--- config.mk ---
export PLATFORM = sky130hd
export DESIGN_NAME = muldiv
export DESIGN_NICKNAME = d
export VERILOG_FILES = /design/src/rtl/muldiv.sv
export SDC_FILE = /design/constraint.sdc
export NUM_CORES = 1
export LEC_CHECK = 0
export ABC_AREA = 0
export CORE_MARGIN = 2
export CORE_UTILIZATION = 40
export DETAILED_ROUTE_END_ITERATION = 6
export DONT_BUFFER_PORTS = 1
export SYNTH_ARGS = -nofsm -noshare
export SYNTH_HDL_FRONTEND = slang
export SYNTH_SLANG_ARGS = --single-unit
--- constraint.sdc ---
create_clock -name clk -period 13.9 [get_ports clk]
set_input_delay 2.085 -clock clk [delete_from_list [all_inputs] [get_ports clk]]
set_output_delay 2.085 -clock clk [all_outputs]
set_load 0.005 [all_outputs]
--- src/rtl/muldiv.sv ---
`default_nettype none
// ============================================================================
// Module   : muldiv
// Purpose  : Iterative radix-2 multiply / restoring-divide unit that produces
//            the HI/LO pair for MULT, MULTU, DIV, DIVU, MTHI and MTLO.
// Revision : 1.0 - initial release
// ============================================================================
module muldiv #(
    parameter int WIDTH = 32
) (
    input  logic             clk,
    input  logic             rst,
    input  logic             start,
    input  logic [2:0]       op,
    input  logic [WIDTH-1:0] a,
    input  logic [WIDTH-1:0] b,
    output logic             busy,
    output logic             done,
    output logic [WIDTH-1:0] hi,
    output logic [WIDTH-1:0] lo
);

    localparam int c_CNT_W = $clog2(WIDTH + 1);

    localparam logic [1:0] c_ST_IDLE = 2'd0;
    localparam logic [1:0] c_ST_RUN  = 2'd1;
    localparam logic [1:0] c_ST_FIX  = 2'd2;
    localparam logic [1:0] c_ST_DONE = 2'd3;

    localparam logic [2:0] c_OP_MULT  = 3'b000;
    localparam logic [2:0] c_OP_MULTU = 3'b001;
    localparam logic [2:0] c_OP_DIV   = 3'b010;
    localparam logic [2:0] c_OP_DIVU  = 3'b011;
    localparam logic [2:0] c_OP_MTHI  = 3'b100;
    localparam logic [2:0] c_OP_MTLO  = 3'b101;

    logic [1:0]         r_state;
    logic [c_CNT_W-1:0] r_count;
    logic               r_is_div;
    logic               r_neg_q;
    logic               r_neg_r;
    logic               r_div_zero;
    logic [WIDTH-1:0]   r_a_orig;
    logic [2*WIDTH-1:0] r_acc;
    logic [2*WIDTH-1:0] r_mcand;
    logic [WIDTH-1:0]   r_mplier;
    logic [WIDTH-1:0]   r_rem;
    logic [WIDTH-1:0]   r_quo;
    logic [WIDTH-1:0]   r_dvsr;

    logic               w_op_signed;
    logic [WIDTH-1:0]   w_a_mag;
    logic [WIDTH-1:0]   w_b_mag;
    logic [WIDTH:0]     w_shift;
    logic [WIDTH:0]     w_trial;
    logic [2*WIDTH-1:0] w_acc_next;
    logic [2*WIDTH-1:0] w_prod_fix;
    logic [WIDTH-1:0]   w_quo_fix;
    logic [WIDTH-1:0]   w_rem_fix;

    assign w_op_signed = (op == c_OP_MULT) || (op == c_OP_DIV);
    assign w_a_mag     = (w_op_signed && a[WIDTH-1]) ? (~a + 1'b1) : a;
    assign w_b_mag     = (w_op_signed && b[WIDTH-1]) ? (~b + 1'b1) : b;

    // Restoring step: bring in the next dividend bit, keep the trial difference
    // only when it did not borrow.
    assign w_shift    = {r_rem, r_quo[WIDTH-1]};
    assign w_trial    = w_shift - {1'b0, r_dvsr};
    assign w_acc_next = r_mplier[0] ? (r_acc + r_mcand) : r_acc;

    assign w_prod_fix = r_neg_q ? (~r_acc + 1'b1) : r_acc;
    assign w_quo_fix  = r_neg_q ? (~r_quo + 1'b1) : r_quo;
    assign w_rem_fix  = r_neg_r ? (~r_rem + 1'b1) : r_rem;

    assign busy = (r_state == c_ST_RUN) || (r_state == c_ST_FIX);
    assign done = (r_state == c_ST_DONE);

    always_ff @(posedge clk or posedge rst) begin
        if (rst) begin
            r_state    <= c_ST_IDLE;
            r_count    <= '0;
            r_is_div   <= 1'b0;
            r_neg_q    <= 1'b0;
            r_neg_r    <= 1'b0;
            r_div_zero <= 1'b0;
            r_a_orig   <= '0;
            r_acc      <= '0;
            r_mcand    <= '0;
            r_mplier   <= '0;
            r_rem      <= '0;
            r_quo      <= '0;
            r_dvsr     <= '0;
            hi         <= '0;
            lo         <= '0;
        end else begin
            case (r_state)
                c_ST_RUN: begin
                    if (r_is_div) begin
                        if (!w_trial[WIDTH]) begin
                            r_rem <= w_trial[WIDTH-1:0];
                            r_quo <= {r_quo[WIDTH-2:0], 1'b1};
                        end else begin
                            r_rem <= w_shift[WIDTH-1:0];
                            r_quo <= {r_quo[WIDTH-2:0], 1'b0};
                        end
                    end else begin
                        r_acc    <= w_acc_next;
                        r_mcand  <= r_mcand << 1;
                        r_mplier <= r_mplier >> 1;
                    end
                    r_count <= r_count - 1'b1;
                    if (r_count == c_CNT_W'(1)) begin
                        r_state <= c_ST_FIX;
                    end
                end
                c_ST_FIX: begin
                    if (!r_is_div) begin
                        {hi, lo} <= w_prod_fix;
                    end else if (r_div_zero) begin
                        hi <= r_a_orig;
                        lo <= '1;
                    end else begin
                        hi <= w_rem_fix;
                        lo <= w_quo_fix;
                    end
                    r_state <= c_ST_DONE;
                end
                default: begin
                    // IDLE and DONE accept a new request identically.
                    r_state <= c_ST_IDLE;
                    if (start) begin
                        case (op)
                            c_OP_MULT, c_OP_MULTU, c_OP_DIV, c_OP_DIVU: begin
                                r_is_div   <= op[1];
                                r_neg_q    <= w_op_signed && (a[WIDTH-1] ^ b[WIDTH-1]);
                                r_neg_r    <= (op == c_OP_DIV) && a[WIDTH-1];
                                r_div_zero <= (b == '0);
                                r_a_orig   <= a;
                                r_acc      <= '0;
                                r_mcand    <= {{WIDTH{1'b0}}, w_a_mag};
                                r_mplier   <= w_b_mag;
                                r_rem      <= '0;
                                r_quo      <= w_a_mag;
                                r_dvsr     <= w_b_mag;
                                r_count    <= c_CNT_W'(WIDTH);
                                r_state    <= c_ST_RUN;
                            end
                            c_OP_MTHI: hi <= a;
                            c_OP_MTLO: lo <= a;
                            default: ;
                        endcase
                    end
                end
            endcase
        end
    end

endmodule
`default_nettype wire

==> Word-level counts from Yosys, hierarchy flattened <==
Cells that the tools add are included.
{ "totals": {"register_bits": 364, "in_bits": 70, "elab_cells": 112} }
{ "op_classes": {"n_mux": 45, "reduce_logical": 22, "n_addsub": 8, "eq_ne": 13, "n_bitwise": 9} }
{ "ops": {"columns": ["cell", "count"], "rows": [
  ["$mux 32", 22],
  ["$mux 64", 8],
  ["$pmux 32 s2", 5],
  ["$pmux 64 s2", 2],
  ["$add 32x1->32 const B", 4],
  ["$not 32->32", 4],
  ["$add 64x1->64 const B", 1],
  ["$add 64x64->64", 1],
  ["$not 64->64", 1],
  ["$sub 33x32->33", 1],
  ["$logic_not 32->1", 1],
  ["$mux 6", 2],
  ["$pmux 6 s2", 1],
  ["$reduce_and 3->1", 4],
  ["$reduce_bool 2->1", 5],
  ["$reduce_and 4->1", 2],
  ["$eq 3x2->1 const B", 2],
  ["$eq 3x3->1 const B", 2],
  ["$eq 6x1->1 const B", 1],
  ["$ne 2x2->1 const B", 3],
  ["$sub 6x1->6 const B", 1],
  ["$reduce_and 5->1", 1],
  ["$eq 2x2->1 const B", 2],
  ["$logic_and 1x1->1", 4],
  ["other kinds (12)", 17]
]} }

==> Depth between registers and ports, before layout <==
{ "logic_depth": {"word_depth": 7, "depth_mapped": 15, "mapped_depth_nobuf": 14} }

==> Worst setup path after synthesis <==
Ideal clock, no wire load.
{ "synth_timing": {"path_type": "input-to-reg", "from": "input a[3]", "to": "register r_quo[26]", "t_required_ns": 13.774, "path_slack_ns": 9.211, "arrival_ns": 4.563, "path_stages": 11, "path_cell_list": "clkbuf_1 > nor4_1 > nand2_1 > or4_1 > or4_4 > nor2b_4 > a21oi_1 > a21oi_2 > xor2_1 > nor3_1 > a221o_1"} }
{ "synth_between": {"elab_chain_len": 6} }
{ "synth_rtl": {"columns": ["element", "line", "source"], "rows": [
  ["start, declared", "15", "input logic [WIDTH-1:0] a,"],
  ["$not 32->32", "62", "assign w_a_mag = (w_op_signed && a[WIDTH-1]) ? (~a + 1'b1) : a;"],
  ["$add 32x1->32", "62", null],
  ["$mux 32", "62", null],
  ["$mux 32", "132", "case (op)"],
  ["$mux 32", "131", "if (start) begin"],
  ["$pmux 32 s2", "96", "case (r_state)"],
  ["end signal, assigned", "101", "r_quo <= {r_quo[WIDTH-2:0], 1'b1};"],
  ["end signal, assigned", "104", "r_quo <= {r_quo[WIDTH-2:0], 1'b0};"],
  ["end signal, assigned", "143", "r_quo <= w_a_mag;"],
  ["end, declared", "48", "logic [WIDTH-1:0] r_quo;"]
]} }
Every way passes these cells. The select of a mux whose other input is x is not followed.
A chain may end at the register's enable or synchronous reset.

==> Final worst setup path <==
{ "layout_timing": {"from": "input a[5]", "to": "register r_mcand[31]"} }
{ "layout_between": {"elab_chain_len": 6} }
{ "layout_rtl": {"columns": ["element", "line", "source"], "rows": [
  ["$not 32->32", "62", null],
  ["$add 32x1->32", "62", null],
  ["$mux 32", "62", null],
  ["$mux 64", "132", null],
  ["$mux 64", "131", null],
  ["$pmux 64 s2", "96", null],
  ["end signal, assigned", "108", "r_mcand <= r_mcand << 1;"],
  ["end signal, assigned", "140", "r_mcand <= {{WIDTH{1'b0}}, w_a_mag};"],
  ["end, declared", "45", "logic [2*WIDTH-1:0] r_mcand;"]
]} }
Every way passes these cells. The select of a mux whose other input is x is not followed.

==> results.rst <==
.. list-table::
   :header-rows: 1

   * - Metric
     - Value
   * - Status
     - completed
   * - Startpoint type of the worst setup path
     - input pin
   * - Final critical-path required period
     - 4.67 ns
   * - Count of port buffers added during placement
     - 0
   * - Setup repair after global routing missed its margin
     - no
   * - Area share of the leading cell type in the synthesized netlist
     - 0.368
   * - Antenna violations before repair
     - 3
   * - Deepest level of the CTS H-tree
     - 2
   * - Post-CTS sizing
     - 0
   * - DR DRC count
     - 0
   * - Num Clock Sinks
     - 364
   * - Met3 Use GR
     - 0.0604
   * - Maximum number of pins on one net before global-route repair
     - 108
   * - Final period util
     - 0.336
   * - Flops & latches, synth
     - 364
   * - Combined global-route utilization of all metal layers
     - 0.256
   * - Number of buffers added by the clock tree synthesis step
     - 45
   * - Met2 usage
     - 0.388
   * - Via/cell ratio
     - 6.07
   * - Most frequent cells in the layout
     - 440 x sky130_fd_sc_hd__nand2_1, 362 x sky130_fd_sc_hd__dfrtp_1, 323 x sky130_fd_sc_hd__o21ai_0
   * - Global route hottest layer
     - met2
   * - Clock Pin Slew Worst Setup and Hold Paths
     - 0.06 ns
   * - Overflow left after global routing
     - 0
   * - Kind of capture point of the worst setup path
     - flop
   * - Die ar.
     - 0.0639 mm2
   * - Post-detailed-route wirelength per cell
     - 22.7 um
   * - Die outline height
     - 253 um
   * - Vias in the first global route
     - 20900
   * - Instance count of the mapped netlist
     - 2946
   * - Total negative setup slack
     - 0 ns
   * - Clock root buffer
     - sky130_fd_sc_hd__clkbuf_16
   * - Post-synthesis net count
     - 3123
   * - Total chip power
     - 0.00713 W
   * - Worst hold margin
     - 0.480 ns
   * - Largest driver fanout on the critical path
     - 5
   * - Post-synthesis instance area
     - 0.0248 mm2
   * - Most common cell after layout, fill and taps aside
     - sky130_fd_sc_hd__nand2_1
   * - Data arrival time of the critical path
     - 5.20 ns
   * - Maximum clock frequency
     - 0.214 GHz
   * - Number of nets still failing antenna checks after routing
     - 0
   * - Synth area leader
     - sky130_fd_sc_hd__dfrtp_1
   * - Share of the yosys chip area belonging to registers
     - 0.368
   * - Maximum buffer depth of the clock tree
     - 3
   * - Endpoint required time on the critical path
     - 14.43 ns
   * - Proportion of register bits with asynchronous set or reset after synthesis
     - 1.00
   * - Die width
     - 253 um
   * - Distinct cells, synth
     - 89
   * - Transition time at the pin with the least slew margin
     - 1.16 ns
   * - Final hold vios
     - 0
   * - Number of top-level pins
     - 136
   * - Met1 usage
     - 0.358
   * - Final-stage net count
     - 3019
   * - Number of synthesized flops with an enable pin
     - 0
   * - YS warnings
     - 0
   * - First-iteration detailed-routing DRC count
     - 2279
   * - Initial standard-cell utilization of the core
     - 0.403
   * - Initial DRT Pass Iterations
     - 6
   * - Main flop type after synthesis
     - sky130_fd_sc_hd__dfrtp_1
   * - Count of final max-slew check failures
     - 0
   * - Clock tree from TritonCTS
     - yes
   * - Number of endpoints failing setup at the final stage
     - 0
   * - Weighted congestion reported at the end of routability-driven placement
     - 0.970
   * - Relative slew margins
     - 0.222
   * - Global-route wire length before repair
     - 127000 um
   * - Leakage power
     - 11.7 nW
   * - Power density over the cells
     - 264 mW/mm2
   * - Biggest area contributors in the synthesized netlist
     - sky130_fd_sc_hd__dfrtp_1 37%, sky130_fd_sc_hd__nand2_1 6.7%, sky130_fd_sc_hd__o21ai_0 6.5%
   * - Number of maximum-capacitance violations
     - 0
   * - Hold Crit Class
     - flop to flop
   * - Total of hold buffers inserted after clock tree synthesis
     - 0
   * - DP Wirelength
     - 61400 um
   * - Total number of vias
     - 22300
   * - Critical path start-end classification
     - input pin to flop
   * - Total detailed-routing wirelength
     - 83200 um
   * - Mapped Avg Cell Area
     - 8.41 um2
   * - Clock latency on the worst-skew pair
     - 0.61 ns
   * - Area inside the core boundary
     - 0.0615 mm2
   * - Share of layout cells above drive strength 1
     - 0.0629
   * - Clock tree skew after final layout
     - 0.0440 ns
   * - Syn-to-layout area delta
     - 8.91%
   * - Site Rows
     - 91
   * - Setup repair bufs after CTS
     - 0
   * - Worst ir drop on vdd
     - 152 uV
[registers in the layout, summed over array words and instances, names as in the netlist, 32 cells and up]
register,flops
r_rem,32
lo,32
hi,32
r_mplier,32
r_quo,32
r_acc,64
r_mcand,64
r_dvsr,32
r_a_orig,32
[area by class of cell]
type | instances | area [um2]
flip-flops and latches | 364 | 9110
fillers | 6047 | 34500
well taps | 790 | 988
repair buffers | 24 | 180
inverters | 79 | 304
clock inverters | 24 | 458
multi-input cells | 2328 | 14700
diodes | 1 | 2.50
clock buffers | 59 | 1250
[metrics by stage]
stage	cell area (um2)	setup WS, ns	utilization	instances
floorplan	24800	1.71	-	2946
global placement	25300	8.79	0.411	3585
detailed placement	25300	8.82	0.411	3585
CTS	27000	9.45	0.439	3668
global route	27000	9.13	0.439	3668
finish	27000	9.23	0.439	3669
[metal layers]
layer | part of all wire | wire length [um]
met5 | 0.00025 | 21
met1 | 0.44 | 36500
met4 | 0.031 | 2560
met2 | 0.44 | 36500
met3 | 0.092 | 7650
[cell usage after synthesis, drive strengths merged, types with 5 or more instances]
library cell  number
o31ai             56
nor4              20
mux2i             56
o221ai            21
o41ai             25
nand2            442
nand2b            19
o21ai            344
mux2              30
xnor2            154
buf               30
or3               24
or2                6
dfrtp            364
a22o              40
o21a              12
o22ai              7
a221oi             9
or4               21
nand3             30
nand4             25
nor2b             22
a2bb2oi            5
a21o              46
ha               105
xor2             110
o21bai            14
a31oi             37
inv               79
a22oi             22
and3               9
nor3              43
o211ai            24
a221o              7
nor2             233
clkbuf           144
a211o              6
a21oi            240
a211oi            16
[critical path: stages]
cell	delay, ns
sky130_fd_sc_hd__nor4_1	0.34
sky130_fd_sc_hd__nand2_1	0.20
sky130_fd_sc_hd__or4_1	0.52
sky130_fd_sc_hd__nor4_1	0.85
sky130_fd_sc_hd__and3_1	0.39
sky130_fd_sc_hd__a21oi_1	0.15
sky130_fd_sc_hd__nor4bb_1	0.41
sky130_fd_sc_hd__a21oi_1	0.07
sky130_fd_sc_hd__o21ai_0	0.17
[kinds of logic after synthesis]
family          Yosys count  share of synthesized area
xor+xnor                264                     0.0936
mux                      86                     0.0363
buf+inv                 254                     0.0428
fa+ha+maj               107                     0.0546
flops                   364                      0.368
simple gates            915                      0.166
compound gates          956                      0.239
[power breakdown]
group / internal, W / switching, W / total, W / leakage, nW
sequential: 0.00147 / 0.000493 / 0.00197 / 4.65
combinational: 0.00135 / 0.00245 / 0.00379 / 6.23
clock: 0.000860 / 0.000508 / 0.00137 / 0.827
total: 0.00368 / 0.00345 / 0.00713 / 11.7
[path summary, 6_finish.rpt]
path                         startpoint            to  slack (ns)  cells after the start
max in group asynchronous           rst       r_neg_q        9.99                      3
min in group asynchronous           rst        lo[20]        1.46                      1
min                        r_mplier[23]  r_mplier[23]        0.48                      2
min reg2reg                r_mplier[23]  r_mplier[23]        0.48                      2
max                                a[5]   r_mcand[31]        9.23                      9
max reg2reg                    r_acc[0]     r_acc[54]        9.56                     14
Power figures use the tool's default switching activity.
